**src/rtl/uart_tx_fifo_drain_if.sv**
```systemverilog
// FIFO-side handshake for the UART transmit drain: the transmitter pulls words
// from a first-word-fall-through FIFO using a single read strobe.
interface uart_tx_fifo_drain_if #(
    parameter int WIDTH = 8
);
    logic             i_empty;
    logic [WIDTH-1:0] i_data;
    logic             o_re;

    modport master (input i_empty, input i_data, output o_re);
    modport slave  (output i_empty, output i_data, input o_re);
endinterface

```
**src/rtl/uart_tx_fifo_drain.sv**
```systemverilog
// UART transmitter that drains words from an upstream FIFO, one frame per word,
// with optional parity and one or two stop bits.
module uart_tx_fifo_drain #(
    parameter int WIDTH        = 8,
    parameter int CLKS_PER_BIT = 16,
    parameter int PARITY       = 0,
    parameter int STOP_BITS    = 1
) (
    input  logic                        i_clk,
    input  logic                        i_rst_n,
    input  logic                        i_en,
    uart_tx_fifo_drain_if.master        fifo,
    output logic                        o_tx,
    output logic                        o_busy,
    output logic                        o_done
);
    localparam int TW = (CLKS_PER_BIT > 1) ? $clog2(CLKS_PER_BIT) : 1;
    localparam int IW = $clog2(WIDTH);
    localparam logic [TW-1:0] TIMER_LAST = TW'(CLKS_PER_BIT - 1);
    localparam logic [IW-1:0] DATA_LAST  = IW'(WIDTH - 1);
    localparam logic [IW-1:0] STOP_LAST  = IW'(STOP_BITS - 1);

    typedef enum logic [2:0] {IDLE, START, DATA, PAR, STOP} state_e;

    state_e           state_q, state_d;
    logic [TW-1:0]    timer_q, timer_d;
    logic [IW-1:0]    bit_idx_q, bit_idx_d;
    logic [WIDTH-1:0] shift_q, shift_d;
    logic             parity_q, parity_d;
    logic             tx_q, tx_d;
    logic             done_q, done_d;
    logic             rd_en;
    logic             bit_end;
    logic             parity_nxt;

    // Reset gates the strobe so no word is popped during the reset cycle.
    assign rd_en      = (state_q == IDLE) & i_en & ~fifo.i_empty & i_rst_n;
    assign bit_end    = (timer_q == TIMER_LAST);
    assign parity_nxt = parity_q ^ shift_q[0];

    assign fifo.o_re = rd_en;
    assign o_tx      = tx_q;
    assign o_busy    = (state_q != IDLE);
    assign o_done    = done_q;

    always_comb begin
        state_d   = state_q;
        timer_d   = timer_q;
        bit_idx_d = bit_idx_q;
        shift_d   = shift_q;
        parity_d  = parity_q;
        tx_d      = tx_q;
        done_d    = 1'b0;

        if (state_q != IDLE) begin
            timer_d = bit_end ? '0 : timer_q + 1'b1;
        end

        case (state_q)
            IDLE: begin
                tx_d = 1'b1;
                if (rd_en) begin
                    shift_d   = fifo.i_data;
                    parity_d  = 1'b0;
                    timer_d   = '0;
                    bit_idx_d = '0;
                    tx_d      = 1'b0;
                    state_d   = START;
                end
            end
            START: begin
                if (bit_end) begin
                    tx_d      = shift_q[0];
                    bit_idx_d = '0;
                    state_d   = DATA;
                end
            end
            DATA: begin
                if (bit_end) begin
                    shift_d  = shift_q >> 1;
                    parity_d = parity_nxt;
                    if (bit_idx_q == DATA_LAST) begin
                        bit_idx_d = '0;
                        if (PARITY != 0) begin
                            tx_d    = (PARITY == 2) ? ~parity_nxt : parity_nxt;
                            state_d = PAR;
                        end else begin
                            tx_d    = 1'b1;
                            state_d = STOP;
                        end
                    end else begin
                        bit_idx_d = bit_idx_q + 1'b1;
                        tx_d      = shift_q[1];
                    end
                end
            end
            PAR: begin
                if (bit_end) begin
                    tx_d      = 1'b1;
                    bit_idx_d = '0;
                    state_d   = STOP;
                end
            end
            STOP: begin
                // The bit index doubles as the stop-bit counter.
                if (bit_end) begin
                    if (bit_idx_q == STOP_LAST) begin
                        bit_idx_d = '0;
                        done_d    = 1'b1;
                        state_d   = IDLE;
                    end else begin
                        bit_idx_d = bit_idx_q + 1'b1;
                    end
                end
            end
            default: begin
                state_d = IDLE;
            end
        endcase
    end

    always_ff @(posedge i_clk) begin
        if (!i_rst_n) begin
            state_q   <= IDLE;
            timer_q   <= '0;
            bit_idx_q <= '0;
            shift_q   <= '0;
            parity_q  <= 1'b0;
            tx_q      <= 1'b1;
            done_q    <= 1'b0;
        end else begin
            state_q   <= state_d;
            timer_q   <= timer_d;
            bit_idx_q <= bit_idx_d;
            shift_q   <= shift_d;
            parity_q  <= parity_d;
            tx_q      <= tx_d;
            done_q    <= done_d;
        end
    end
endmodule

```
**src/flat_wrapper.sv**
```systemverilog
// flat-port wrapper written by rule: the top's interface ports become plain ports
module uart_tx_fifo_drain_flat 
#(
    parameter int WIDTH        = 8,
    parameter int CLKS_PER_BIT = 16,
    parameter int PARITY       = 0,
    parameter int STOP_BITS    = 1
)
  (i_clk, i_rst_n, i_en, o_tx, o_busy, o_done, fifo_i_empty, fifo_i_data, fifo_o_re);
  uart_tx_fifo_drain_if #(.WIDTH(WIDTH)) fifo_i ();
  input  logic i_clk;
  input  logic i_rst_n;
  input  logic i_en;
  output logic o_tx;
  output logic o_busy;
  output logic o_done;
  input wire logic [$bits(fifo_i.i_empty)-1:0] fifo_i_empty;
  input wire logic [$bits(fifo_i.i_data)-1:0] fifo_i_data;
  output wire logic [$bits(fifo_i.o_re)-1:0] fifo_o_re;
  assign fifo_i.i_empty = fifo_i_empty;
  assign fifo_i.i_data = fifo_i_data;
  assign fifo_o_re = fifo_i.o_re;
  uart_tx_fifo_drain #(.WIDTH(WIDTH), .CLKS_PER_BIT(CLKS_PER_BIT), .PARITY(PARITY), .STOP_BITS(STOP_BITS)) u_core (.i_clk(i_clk), .i_rst_n(i_rst_n), .i_en(i_en), .fifo(fifo_i), .o_tx(o_tx), .o_busy(o_busy), .o_done(o_done));
endmodule
```
**config.mk**
```make
export PLATFORM = sky130hd
export DESIGN_NAME = uart_tx_fifo_drain_flat
export DESIGN_NICKNAME = d
export VERILOG_FILES = /design/src/rtl/uart_tx_fifo_drain_if.sv /design/src/rtl/uart_tx_fifo_drain.sv /design/src/flat_wrapper.sv
export SDC_FILE = /design/constraint.sdc
export NUM_CORES = 1
export LEC_CHECK = 0
export BUFFER_PORTS_ARGS = -buffer_cell sky130_fd_sc_hd__buf_2
export CORE_MARGIN = 1
export CORE_UTILIZATION = 59
export DETAILED_ROUTE_END_ITERATION = 7
export GPL_TIMING_DRIVEN = 1
export PLACE_DENSITY_LB_ADDON = 0.15
export SLEW_MARGIN = 10
export SYNTH_ARGS = -nofsm -noshare
export SYNTH_HDL_FRONTEND = slang
export SYNTH_SLANG_ARGS = --single-unit
```
**constraint.sdc**
```tcl
create_clock -name i_clk -period 2.9 [get_ports i_clk]
set_input_delay 0.145 -clock i_clk [delete_from_list [all_inputs] [get_ports i_clk]]
set_output_delay 0.145 -clock i_clk [all_outputs]
set_load 0.05 [all_outputs]
```
==> After elaboration in Yosys (flattened, before gate mapping) <==
Cells that the tools add are included.
{ "totals": {"ff_bits": 20, "latchBits": 0, "ram_bits": 0, "rom_bits": 0, "inputBits": 12, "out_inout_bits": 4, "wordCells": 67, "n_memories": 0} }
{ "op_classes": {"n_addsub": 2, "n_mul": 0, "n_div": 0, "order_cmp": 0, "n_eq_ne": 14, "shifts": 0, "n_mux": 29, "n_bitwise": 4, "n_reduce_logical": 12} }
{ "ops": {"columns": ["op", "n"], "rows": [
  ["two-way mux 3 bit", 13],
  ["two-way mux 4 bit", 4],
  ["two-way mux 8 bit", 2],
  ["case mux 8 bit (2 select lines)", 1],
  ["case mux 3 bit (5 select lines)", 1],
  ["!= test 2 x 1 -> 1 bit, second input constant", 7],
  ["case mux 3 bit (4 select lines)", 1],
  ["nonzero test 4 bit", 2],
  ["AND reduction 7 bit", 1],
  ["== test 3 x 2 -> 1 bit, second input constant", 2],
  ["== test 3 bit, second input constant", 2],
  ["zero test 3 bit", 2],
  ["two-way mux 1 bit", 6],
  ["AND reduction 3 bit", 2],
  ["AND reduction 5 bit", 1],
  ["adder 4 x 1 -> 4 bit, second input constant", 1],
  ["== test 4 bit, second input constant", 1],
  ["case mux 1 bit (4 select lines)", 1],
  ["AND reduction 4 bit", 1],
  ["adder 3 x 1 -> 3 bit, second input constant", 1],
  ["AND 1 bit", 3],
  ["== test 3 x 1 -> 1 bit, second input constant", 1],
  ["nonzero test 3 bit", 1],
  ["!= test 2 bit, second input constant", 1],
  ["3 further kinds", 3]
]} }

==> Longest topological paths before layout <==
Gate-level depths: netlist of the first run.
{ "logic_depth": {"ltp_word": 6, "ltp_mapped": 6, "mapped_depth_nobuf": 6} }

==> Least setup slack after synthesis of the first run <==
Ideal clock, no wire load.
{ "synth_path": {"kind": "register -> register", "startpoint": "register u_core.state_q[2]", "endpoint": "register u_core.bit_idx_q[1]", "setup_time_ns": 0.072, "arrival_ns": 1.802, "t_required_ns": 2.828, "slack_ns": 1.027, "stages_incl_launch_ff": 6, "path_buffers": 0, "synth_period_minus_slack_ns": 1.873, "cell_sequence": "dfxtp_1 > nor3_4 > inv_4 > nor3_4 > a31o_4 > mux2i_1"} }
{ "synth_between": {"elab_chain_cells": 6, "word_cells_on_any_way": 16, "classes_between": "eq/ne (8); mux (1); bitwise (3); reduce/logical (4)"} }
{ "synth_lines": {"columns": ["item", "line", "rtl"], "rows": [
  ["start: declaration", "uart_tx_fifo_drain.sv:25", "state_e state_q, state_d;"],
  ["start signal: assignment", "uart_tx_fifo_drain.sv:132", "state_q <= state_d;"],
  ["zero test 3 bit", "uart_tx_fifo_drain.sv:37", "assign rd_en = (state_q == IDLE) & i_en & ~fifo.i_empty & i_rst_n;"],
  ["AND 1 bit (3 in a row)", "uart_tx_fifo_drain.sv:37", null],
  ["via fifo_o_re", "flat_wrapper.sv:19", "output wire logic [$bits(fifo_i.o_re)-1:0] fifo_o_re;"],
  ["!= test 2 bit (no line)", null, null],
  ["AND reduction 5 bit (no line)", null, null],
  ["end signal: assignment", "uart_tx_fifo_drain.sv:134", "bit_idx_q <= bit_idx_d;"],
  ["end: declaration", "uart_tx_fifo_drain.sv:27", "logic [IW-1:0] bit_idx_q, bit_idx_d;"]
]} }
The timed path passes the listed nets, and every way through them passes these cells.
A chain may end at the register's enable or synchronous reset.

==> Worst setup path in the final report of the first run <==
{ "layout_path": {"startpoint": "register u_core.state_q[0]", "endpoint": "output fifo_o_re"} }
{ "layout_between": {"elab_chain_cells": 4} }
{ "layout_lines": {"columns": ["item", "line"], "rows": [
  ["zero test 3 bit", "uart_tx_fifo_drain.sv:37"],
  ["AND 1 bit (3 in a row)", "uart_tx_fifo_drain.sv:37"],
  ["end: declaration", "flat_wrapper.sv:19"]
]} }
Every way passes these cells.

==> summary.md, run 1 <==
| Metric | Value |
|---|---|
| Initial Utilization | 0.624 |
| GR Overflow Total | 0 |
| Worst VDD drop | 0.284 mV |
| Worst r2r src | u_core.timer_q[0] |
| Post-synth EDFFs | 0 |
| Setup TNS | 0 ps |
| CTS Sinks | 20 |
| Clock power share | 0.263 |
| Synth warnings | 0 |
| Routed WL | 2.14 mm |
| Synthesized flop and latch total | 20 |
| GRT Overall Usage | 0.242 |
| Most common cell after layout, fill and taps aside | dfxtp_1 |
| Internal Power | 0.000358 W |
| Net Sw Power | ~0.00013 W |
| Slowest cell on the critical path | dfxtp_1 |
| Fin util | 0.682 |
| First-pass GRT wire length | 3.48 mm |
| Most frequent cells in the layout | 20 x dfxtp_1, 15 x buf_2, 13 x nor2_1, 10 x mux2i_1, 9 x a211oi_1 |
| CP startpoint kind | register |
| Async set-reset flop share out of synthesis | 0 |
| Vias per inst | 5.94 |
| CP endpoint kind | output pin |
| Total CTS buffers | 3 |
| Synthesized area | around 1100 µm² |
| Clk slew on worst S/H paths | 110 ps |
| Hold slack | around 76 ps |
| Sequential-to-total area share from yosys stat | 0.372 |
| Sequential power share | 0.599 |
| Min-delay worst type | input port to register |
| Worst path buffer plus inverter count | 2 |
| CP Max Fanout | 13 |
| # setup viols final | 0 |
| Crit path time final | 2070 ps |
| Min-delay src | fifo_i_data[7] |
| Leak Pwr | 0.426 nW |
| Hold Fails Final Rpt | 0 |
| Final #Nets | 151 |
| Post-CTS Setup Inserts | 0 |
| Clock buffer depth | 2 |
| TritonRoute pass-1 iters | 4 |
| Area growth syn-to-layout | 9.29% |
| Clk_lat worst skew | around 300 ps |
| Max-cap viol count | 0 |
| Critical setup path kind | register to output pin |
| Initial antenna violation count | 0 |
| Largest net degree at the start of global routing | 15 |
| Core ar. | between 1500 and 2000 µm² |
| Io pins | 16 |
| WL met3 | 79 µm |
| Post-CTS sizing | 0 |
| Half-perimeter wire length after placement | 1.54 mm |
| Die X-Extent | approximately 45 µm |
| Hold Path Depth | 2 |
| Die ar. | about 2000 µm² |
| Worst reg2reg path endpoint | u_core.shift_q[6] |
| WHS Endpoint | u_core.shift_q[7] |
| Wire length on met2 | approximately 1.1 mm |
| CTS tree | done |
| Slew Viols, Final | 0 |
| Vias in the first global route | 780 |
| Max Freq | 484 MHz |
| Core Rows | 15 |
| Worst r2r path cells | 5 |
| Most common cell on crit path | nor3_4 |
| RSZ-0062 raised after global routing | false |
| Met1 wire length | 968 µm |
| Post-synth cell types | 38 |
| Sw Share | 0.269 |
| Worst Tran Pin Value | 538 ps |
| Root Driver | clkbuf_4 |
| Highest metal used | met4 |
| CTS Hold Buffers Added | 0 |
| Avg Cell Area, Syn | 8.90 µm² |
| Worst Clk Skew | about 3.1 ps |
| Via count | 939 |
| IO Port Bufs | 15 |
| Drc violations | 0 |
| Final GP Congestion | approximately 0.81 |
| PwrDens | 416 nW/µm² |
| Number of fill cells | roughly 150 |
| Synthesized Nets | ~140 |
| Post-route clock period utilization | 0.712 |
| Share of cells above drive strength 1 | 0.173 |
| Die Span Y | 44.7 µm |
| Relative slew slack | 0.639 |
| Routed Antenna Nets | 0 |
| Arrival time worst endpoint | ~1900 ps |
| Gate Count Post-Synth | 121 |
| Max incr delay on CP | 460 ps |
| # diodes | 0 |
| Wire per inst | 13.5 µm |
| Status | complete, no violations |
| Combinational share of power | 0.138 |
| Main flop type after synthesis | dfxtp_1 |
| Critical Path RT | between 2000 and 3000 ps |
| Crit-path cells | nor3_4 -> inv_4 -> nor3_4 -> buf_2 |
| DR iter-0 viols | 38 |
| Crit path max-delay family | simple AND/OR/NAND/NOR gates |
| CTS H-tree lvls | 1 |
| Flop2flop setup slack | 1180 ps |
## power groups by stage
stage / clock, W / sequential (W) / combinational (W)
after floorplan: 0 / 0.000298 / 0.0000496
after global placement: 0 / 0.000299 / 0.0000648
after detailed placement: 0 / 0.000300 / 0.0000669
after CTS: 0.000135 / 0.000293 / 0.0000675
after global routing: 0.000146 / 0.000295 / 0.0000736
final: 0.000129 / 0.000293 / 0.0000679
## state kept, by name (all words and copies together) (netlist names)
signal and flops:
u_core.state_q 3, u_core.bit_idx_q 3, u_core.o_tx 1, u_core.timer_q 4, u_core.o_done 1, u_core.shift_q 8
## per-layer routing
| layer | up-vias | global-route usage |
|---|---|---|
| met4 | 0 | 0.0909 |
| met2 | 31 | 0.418 |
| met1 | 435 | 0.297 |
| met3 | 4 | 0.0480 |
| li1 | 469 | - |
| met5 | - | 0 |
## cell families (layout without fill, tap and decap cells)
group,count (synthesis),after routing,synth area share
muxes,10,10,0.0929
AOI/OAI and AO/OA,29,29,0.192
buffers and inverters,12,24,0.0499
and+or+nand+nor,46,46,0.247
adders and majority gates,4,4,0.0465
DFF,20,20,0.372
## how the worst max path moves through the flow
stage / from / end / cells after the start
3_3_place_gp: u_core.state_q[0] / fifo_o_re / 4
4_1_cts: u_core.state_q[0] / fifo_o_re / 4
6_report: u_core.state_q[0] / fifo_o_re / 4
3_5_place_dp: u_core.state_q[0] / fifo_o_re / 4
5_1_grt: u_core.state_q[0] / fifo_o_re / 4
2_1_floorplan: u_core.state_q[2] / u_core.bit_idx_q[1] / 5
## worst register-to-register path, delay by kind of cell (launching register included)
kind                     cells  cell delay, ps
AO/OA/AOI/OAI                2             720
adder cells (fa/ha/maj)      1             260
flip-flops                   1             410
AND/OR/NAND/NOR              2             260
## through the flow
stage	area (µm²)	std cells	total power (W)	worst slack [ps]
after floorplan	1080	121	0.000348	1030
after global placement	1150	155	0.000364	1260
after detailed placement	1150	155	0.000366	1180
after CTS	1180	158	0.000496	844
after global routing	1180	158	0.000515	726
final	1180	158	0.000490	834
## synth_stat cells, types with 2 or more instances
cell / count / area, µm²
o21ai_0: 6 / 30.0
dfxtp_1: 20 / 400
a21oi_1: 5 / 25.0
ha_1: 4 / 50.1
and2_1: 2 / 12.5
nand2b_1: 3 / 18.8
mux2i_1: 10 / 100
nand3b_1: 2 / 15.0
nand4b_1: 2 / 17.5
buf_2: 2 / 10.0
inv_1: 5 / 18.8
nor3_4: 2 / 32.5
nand3_1: 5 / 25.0
a211oi_1: 9 / 67.6
nand2_1: 7 / 26.3
clkbuf_1: 3 / 11.3
nor2_1: 13 / 48.8
## final cells by class
class	instances	area, µm²	area share
clock buffer	3	22.5	0.0191
sequential	20	400	0.340
multi-input combinational	89	623	0.529
tap	25	31.3	0.0266
timing repair buffer	15	75.1	0.0638
inverter	6	25.0	0.0213
Note: power is estimated with default switching activity, not from simulation.
==> run 2: changes to the inputs <==
--- a/config.mk
+++ b/config.mk
@@ -7,7 +7,7 @@
 export LEC_CHECK = 0
 export BUFFER_PORTS_ARGS = -buffer_cell sky130_fd_sc_hd__buf_2
 export CORE_MARGIN = 1
-export CORE_UTILIZATION = 59
+export CORE_UTILIZATION = 49
 export DETAILED_ROUTE_END_ITERATION = 7
 export GPL_TIMING_DRIVEN = 1
 export PLACE_DENSITY_LB_ADDON = 0.15
==> constraint.sdc (replaced) <==
create_clock -name i_clk -period 1.9 [get_ports i_clk]
set_input_delay 0.095 -clock i_clk [delete_from_list [all_inputs] [get_ports i_clk]]
set_output_delay 0.095 -clock i_clk [all_outputs]
set_load 0.05 [all_outputs]
==> run 2 against run 1 <==
Sequential share of layout area is 1.4 points lower. Critical path type unchanged. Sequential power is 53% higher. Die area is 19% higher. Non-clock buffer count is 4 higher. Final cell count is 4.4% higher. Power is 66% higher. Cell area is 4.1% higher. Worst hold slack worse by 62 ps. Utilization is 7.5 points lower. Clock skew is 1.2 ps lower. Routed wire length is 0.33% lower. Global-route usage is 5.2 points lower.
==> summary.md, run 2 (same netlist as run 1, synthesis figures left out) <==
| Metric | Value |
|---|---|
| Initial Utilization | 0.533 (-0.0911) |
| Worst r2r src | u_core.state_q[0] |
| GRT Overall Usage | 0.190 (-0.0518) |
| CP startpoint kind | register |
| IO Port Bufs | 15 (unchanged) |
| Worst Tran Pin Value | 447 ps (-91.3 ps) |
| Die ar. | 2390 µm² (+19%) |
| Hold Path Depth | 2 (unchanged) |
| Fin cells | 165 (+4.4%) |
| Leak Pwr | 0.453 nW (+6.2%) |
| Worst VDD drop | 0.494 mV (+74%) |
| Min-delay worst type | input port to register |
| WL met3 | 83 µm (+5.1%) |
| Vias per inst | 5.63 (-5.3%) |
| DP Cell Count | 159 (+2.6%) |
| Drc violations | 0 (unchanged) |
| Half-perimeter wire length after placement | 1.52 mm (-1.8%) |
| PwrDens | 661 nW/µm² (+59%) |
| Worst Clk Skew | 1.86 ps (-1.19 ps) |
| TritonRoute pass-1 iters | 4 (unchanged) |
| Slew Viols, Final | 0 (unchanged) |
| Initial antenna violation count | 0 (unchanged) |
| Highest metal used | met4 |
| DR iter-0 viols | 26 (-32%) |
| Area growth syn-to-layout | 13.8% |
| CTS Hold Buffers Added | 0 (unchanged) |
| Core ar. | 2020 µm² (+17%) |
| Relative slew slack | 0.702 (+0.0626) |
| Most frequent cells in the layout | 20 x dfxtp_1, 14 x buf_2, 13 x nor2_1, 10 x mux2i_1, 9 x a211oi_1 |
| Post-route clock period utilization | 0.902 |
| Clk_lat worst skew | 300 ps (about the same) |
| Largest register FFs | 8 (unchanged) |
| Largest net degree at the start of global routing | 15 (unchanged) |
| Total CTS buffers | 3 (unchanged) |
| CP Max Fanout | 13 (unchanged) |
| Wire length on met2 | 954 µm (-9.3%) |
| Routed WL | 2.13 mm (-0.33%) |
| WHS Endpoint | u_core.shift_q[7] |
| Clock buffer depth | 2 (unchanged) |
| Die X-Extent | 48.9 µm (+9.3%) |
| Final #Nets | 155 (+2.6%) |
| Vias in the first global route | 825 (+5.8%) |
| CP endpoint kind | output pin |
| Core Rows | 16 (+1) |
| Wire per inst | 12.9 µm (-4.6%) |
| Worst reg2reg path endpoint | u_core.state_q[2] |
| Final GP Congestion | 0.831 (+2.2%) |
| Io pins | 16 (unchanged) |
| Clk slew on worst S/H paths | 120 ps (about the same) |
| Max-cap viol count | 0 (unchanged) |
| Arrival time worst endpoint | 1620 ps (-300 ps) |
| Crit path time final | approximately 1700 ps |
| Routed Antenna Nets | 0 (unchanged) |
| Critical setup path kind | register to output pin |
| First-pass GRT wire length | 3.59 mm (+3.0%) |
| GR Overflow Total | 0 (unchanged) |
| Hold Fails Final Rpt | 0 (unchanged) |
| Largest reg by FF count | u_core.shift_q |
| Worst r2r path cells | 5 (unchanged) |
| Root Driver | clkbuf_4 |
| # diodes | 0 (unchanged) |
| Via count | 929 (-1.1%) |
| Largest registers | u_core.shift_q (8), u_core.timer_q (4) |
| Critical Path RT | 1800 ps (-960 ps) |
| Setup TNS | 0 ps (unchanged) |
| RSZ-0062 raised after global routing | false |
| CTS Sinks | 20 (unchanged) |
| CTS tree | done |
| Share of cells above drive strength 1 | 0.203 (+0.0300) |
| Met1 wire length | 1.08 mm (+11%) |
| Most common cell after layout, fill and taps aside | dfxtp_1 |
| Flop2flop setup slack | 320 ps (-860 ps) |
| Status | complete, no violations |
| CTS H-tree lvls | 1 (unchanged) |
| Min-delay src | fifo_i_data[7] |
| Max Freq | 584 MHz |
| # setup viols final | 0 (unchanged) |
| Die Span Y | 48.9 µm (+9.3%) |
-- run 2: changes by cell type in the layout (fill, tap and decap cells not counted) --
cell / delta
buf_4: +4
buf_2: -1
clkbuf_8: +1
clkbuf_4: +1
-- run 2: how the worst max path moves through the flow --
stage / start / to
floorplan: u_core.state_q[2] / u_core.bit_idx_q[1]
global placement: u_core.state_q[0] / fifo_o_re
detailed placement: u_core.state_q[0] / u_core.bit_idx_q[1]
CTS: u_core.state_q[0] / fifo_o_re
global route: u_core.state_q[0] / fifo_o_re
finish: u_core.state_q[0] / fifo_o_re
-- run 2: repair_timing --
action                     CTS  global route
setup endpoints to repair    1             1
pin swaps                    1             1
setup buffers                1             1
resized for setup            0             1
-- run 2: metrics by stage --
stage               hold slack (ps)  utilization  setup WS (ps)  cell area [µm²]  total power, W
floorplan                       221            -           26.8             1080        0.000531
global placement                330        0.580            296             1170        0.000559
detailed placement              325        0.580            243             1170        0.000562
CTS                            10.7        0.601           43.4             1220        0.000811
global route                   17.4        0.606           88.0             1230        0.000843
finish                         13.7        0.606            187             1230        0.000811
-- run 2: metal layers --
layer  GRT usage  vias up
li1            -      478
met1       0.250      423
met2       0.317       26
met3      0.0312        2
met4      0.0588        0
met5           0        -
-- run 2: cell type report --
class                      instances  area (µm²)
clock buffer                       4        36.3
fill                             179         796
tap                               27        33.8
timing repair buffer              19         108
sequential                        20         400
inverter                           6        25.0
multi-input combinational         89         623
-- run 2: worst max-delay path, stage by stage (launching register included) --
cell	delay [ps]
dfxtp_1	460
nor3_4	290
inv_4	80
nor3_4	210
clkbuf_4	260
-- run 2: where the power goes --
part | internal, W | switching (W) | leakage, nW
Combinational | 0.0000461 | 0.0000637 | 0.269
Sequential | 0.000434 | 0.0000145 | 0.162
Clock | 0.000117 | 0.000136 | 0.0210
==> run 3: changes to the inputs <==
==> constraint.sdc (replaced) <==
create_clock -name i_clk -period 1.9 [get_ports i_clk]
set_input_delay 0.095 -clock i_clk [delete_from_list [all_inputs] [get_ports i_clk]]
set_output_delay 0.095 -clock i_clk [all_outputs]
set_load 0.005 [all_outputs]
==> run 3 against run 2 <==
Critical path depth unchanged. Final cell count unchanged. Non-clock buffer count unchanged. Routed wire length up 5.4%.
==> summary.md, run 3 (same netlist as run 1, synthesis figures left out) <==
| Metric | Value |
|---|---|
| Flip-flop and latch area | 400 µm² (unchanged) |
| Share of cells above drive strength 1 | 0.203 (unchanged) |
| # diodes | 0 (unchanged) |
| Worst r2r path cells | 6 (+1) |
| Setup TNS | 0 ps (unchanged) |
| Area growth syn-to-layout | 13.6% |
| Hold Fails Final Rpt | 0 (unchanged) |
| Post-CTS sizing | 0 (unchanged) |
| Drc violations | 0 (unchanged) |
| Final GP Congestion | 0.804 (-3.2%) |
| GR Overflow Total | 0 (unchanged) |
| DR iter-0 viols | 28 (+7.7%) |
| Clk_lat worst skew | 300 ps (about the same) |
| CP endpoint kind | output pin |
| Routed Antenna Nets | 0 (unchanged) |
| Core ar. | 2020 µm² (unchanged) |
| Number of fill cells | 197 (+10%) |
| Largest net degree at the start of global routing | 15 (unchanged) |
| Root Driver | clkbuf_4 |
| Most common cell after layout, fill and taps aside | dfxtp_1 |
| Initial Utilization | 0.533 (unchanged) |
| Total CTS buffers | 3 (unchanged) |
| Relative slew slack | 0.705 (+0.00303) |
| Worst Tran Pin Value | 442 ps (-4.54 ps) |
| Vias per inst | 5.61 (-0.43%) |
| Wire per inst | 13.6 µm (+5.4%) |
| Routed WL | 2.24 mm (+5.4%) |
| Worst r2r src | u_core.timer_q[0] |
| TritonRoute pass-1 iters | 4 (unchanged) |
| Post-CTS Setup Inserts | 0 (-1) |
| CTS Hold Buffers Added | 0 (unchanged) |
| Vias in the first global route | 918 (+11%) |
| Leak Pwr | 0.452 nW (-0.11%) |
| RSZ-0062 raised after global routing | false |
| Worst Clk Skew | 3.42 ps (+1.56 ps) |
| Clock buffer depth | 2 (unchanged) |
| Most frequent cells in the layout | 20 x dfxtp_1, 15 x buf_2, 13 x nor2_1, 10 x mux2i_1, 9 x a211oi_1 |
| CTS Sinks | 20 (unchanged) |
| WHS Endpoint | u_core.shift_q[7] |
| Largest reg by FF count | u_core.shift_q |
| Core Rows | 16 (unchanged) |
| Slew Viols, Final | 0 (unchanged) |
| Status | complete, no violations |
| Hold Path Depth | 2 (unchanged) |
| Largest register FFs | 8 (unchanged) |
| Die X-Extent | 48.9 µm (unchanged) |
| Worst VDD drop | 0.502 mV (+1.5%) |
| PwrDens | 649 nW/µm² (-1.9%) |
| Min-delay worst type | input port to register |
| CTS H-tree lvls | 1 (unchanged) |
| Initial antenna violation count | 0 (unchanged) |
| Final #Nets | 155 (unchanged) |
| Critical Path RT | 1800 ps (about the same) |
| Critical setup path kind | register to output pin |
| Flop2flop setup slack | 290 ps (-30 ps) |
| Half-perimeter wire length after placement | 1.60 mm (+5.3%) |
| Largest registers | u_core.shift_q (8), u_core.timer_q (4) |
| IO Port Bufs | 15 (unchanged) |
| Crit path time final | 1760 ps (+43.8 ps) |
| CP startpoint kind | register |
| First-pass GRT wire length | 4.00 mm (+12%) |
| Die ar. | 2390 µm² (unchanged) |
| Max-cap viol count | 0 (unchanged) |
| Clk slew on worst S/H paths | 110 ps (about the same) |
| CP Max Fanout | 13 (unchanged) |
| Io pins | 16 (unchanged) |
| Worst reg2reg path endpoint | u_core.shift_q[6] |
| Post-route clock period utilization | 0.925 (+0.0230) |
| Die Span Y | 48.9 µm (unchanged) |
| Hold slack | 14.8 ps (+1.12 ps) |
| Arrival time worst endpoint | 1660 ps (+40 ps) |
| GRT Overall Usage | 0.212 (+0.0224) |
| Max Freq | 569 MHz (-2.5%) |
| CTS tree | done |
| Min-delay src | fifo_i_data[7] |
| Multi-input logic area | 623 µm² (unchanged) |
| Via count | 925 (-0.43%) |
| # setup viols final | 0 (unchanged) |
[run 3: where the power goes]
group / switching (W) / internal [W] / leakage [nW]
Combinational: 0.0000499 / 0.0000452 / 0.269
Clock: 0.000134 / 0.000117 / 0.0210
Sequential: 0.0000144 / 0.000434 / 0.162
[run 3: critical path, cell delays in order, from the launching register on]
cell and delay [ps]:
dfxtp_1 460, nor3_4 290, inv_4 80, nor3_4 330
buf_2 190
[run 3: worst max path at each step]
stage | from | slack, ps | endpoint
floorplan | u_core.state_q[2] | 450 | u_core.bit_idx_q[1]
global placement | u_core.state_q[0] | 330 | u_core.bit_idx_q[1]
detailed placement | u_core.state_q[0] | 250 | u_core.bit_idx_q[0]
CTS | u_core.state_q[0] | 50 | fifo_o_re
global route | u_core.state_q[1] | 50 | fifo_o_re
finish | u_core.state_q[1] | 140 | fifo_o_re
[run 3: stage by stage]
stage | util | worst slack (ps) | cell area (µm²) | cells | power [W]
finish | 0.605 | 143 | 1220 | 165 | 0.000794
global route | 0.605 | 52.5 | 1220 | 165 | 0.000823
CTS | 0.598 | 49.1 | 1210 | 163 | 0.000795
detailed placement | 0.580 | 251 | 1170 | 159 | 0.000547
global placement | 0.580 | 328 | 1170 | 159 | 0.000545
floorplan | - | 453 | 1080 | 121 | 0.000517
[run 3: layout make-up]
cell class / count / area share
Clock buffer: 4 / 0.0297
Inverter: 6 / 0.0204
Multi-Input combinational cell: 89 / 0.509
Sequential cell: 20 / 0.327
Tap cell: 27 / 0.0276
Timing Repair Buffer: 19 / 0.0859
[run 3: metal layers]
metal | vias up | share of wire | GRT usage | wire length (µm)
li1 | 476 | - | - | -
met1 | 426 | 0.47 | 0.263 | 1050
met2 | 18 | 0.48 | 0.359 | 1090
met3 | 5 | 0.027 | 0.0343 | 61
met4 | 0 | 0.017 | 0.0980 | 38
met5 | - | 0 | 0 | 0
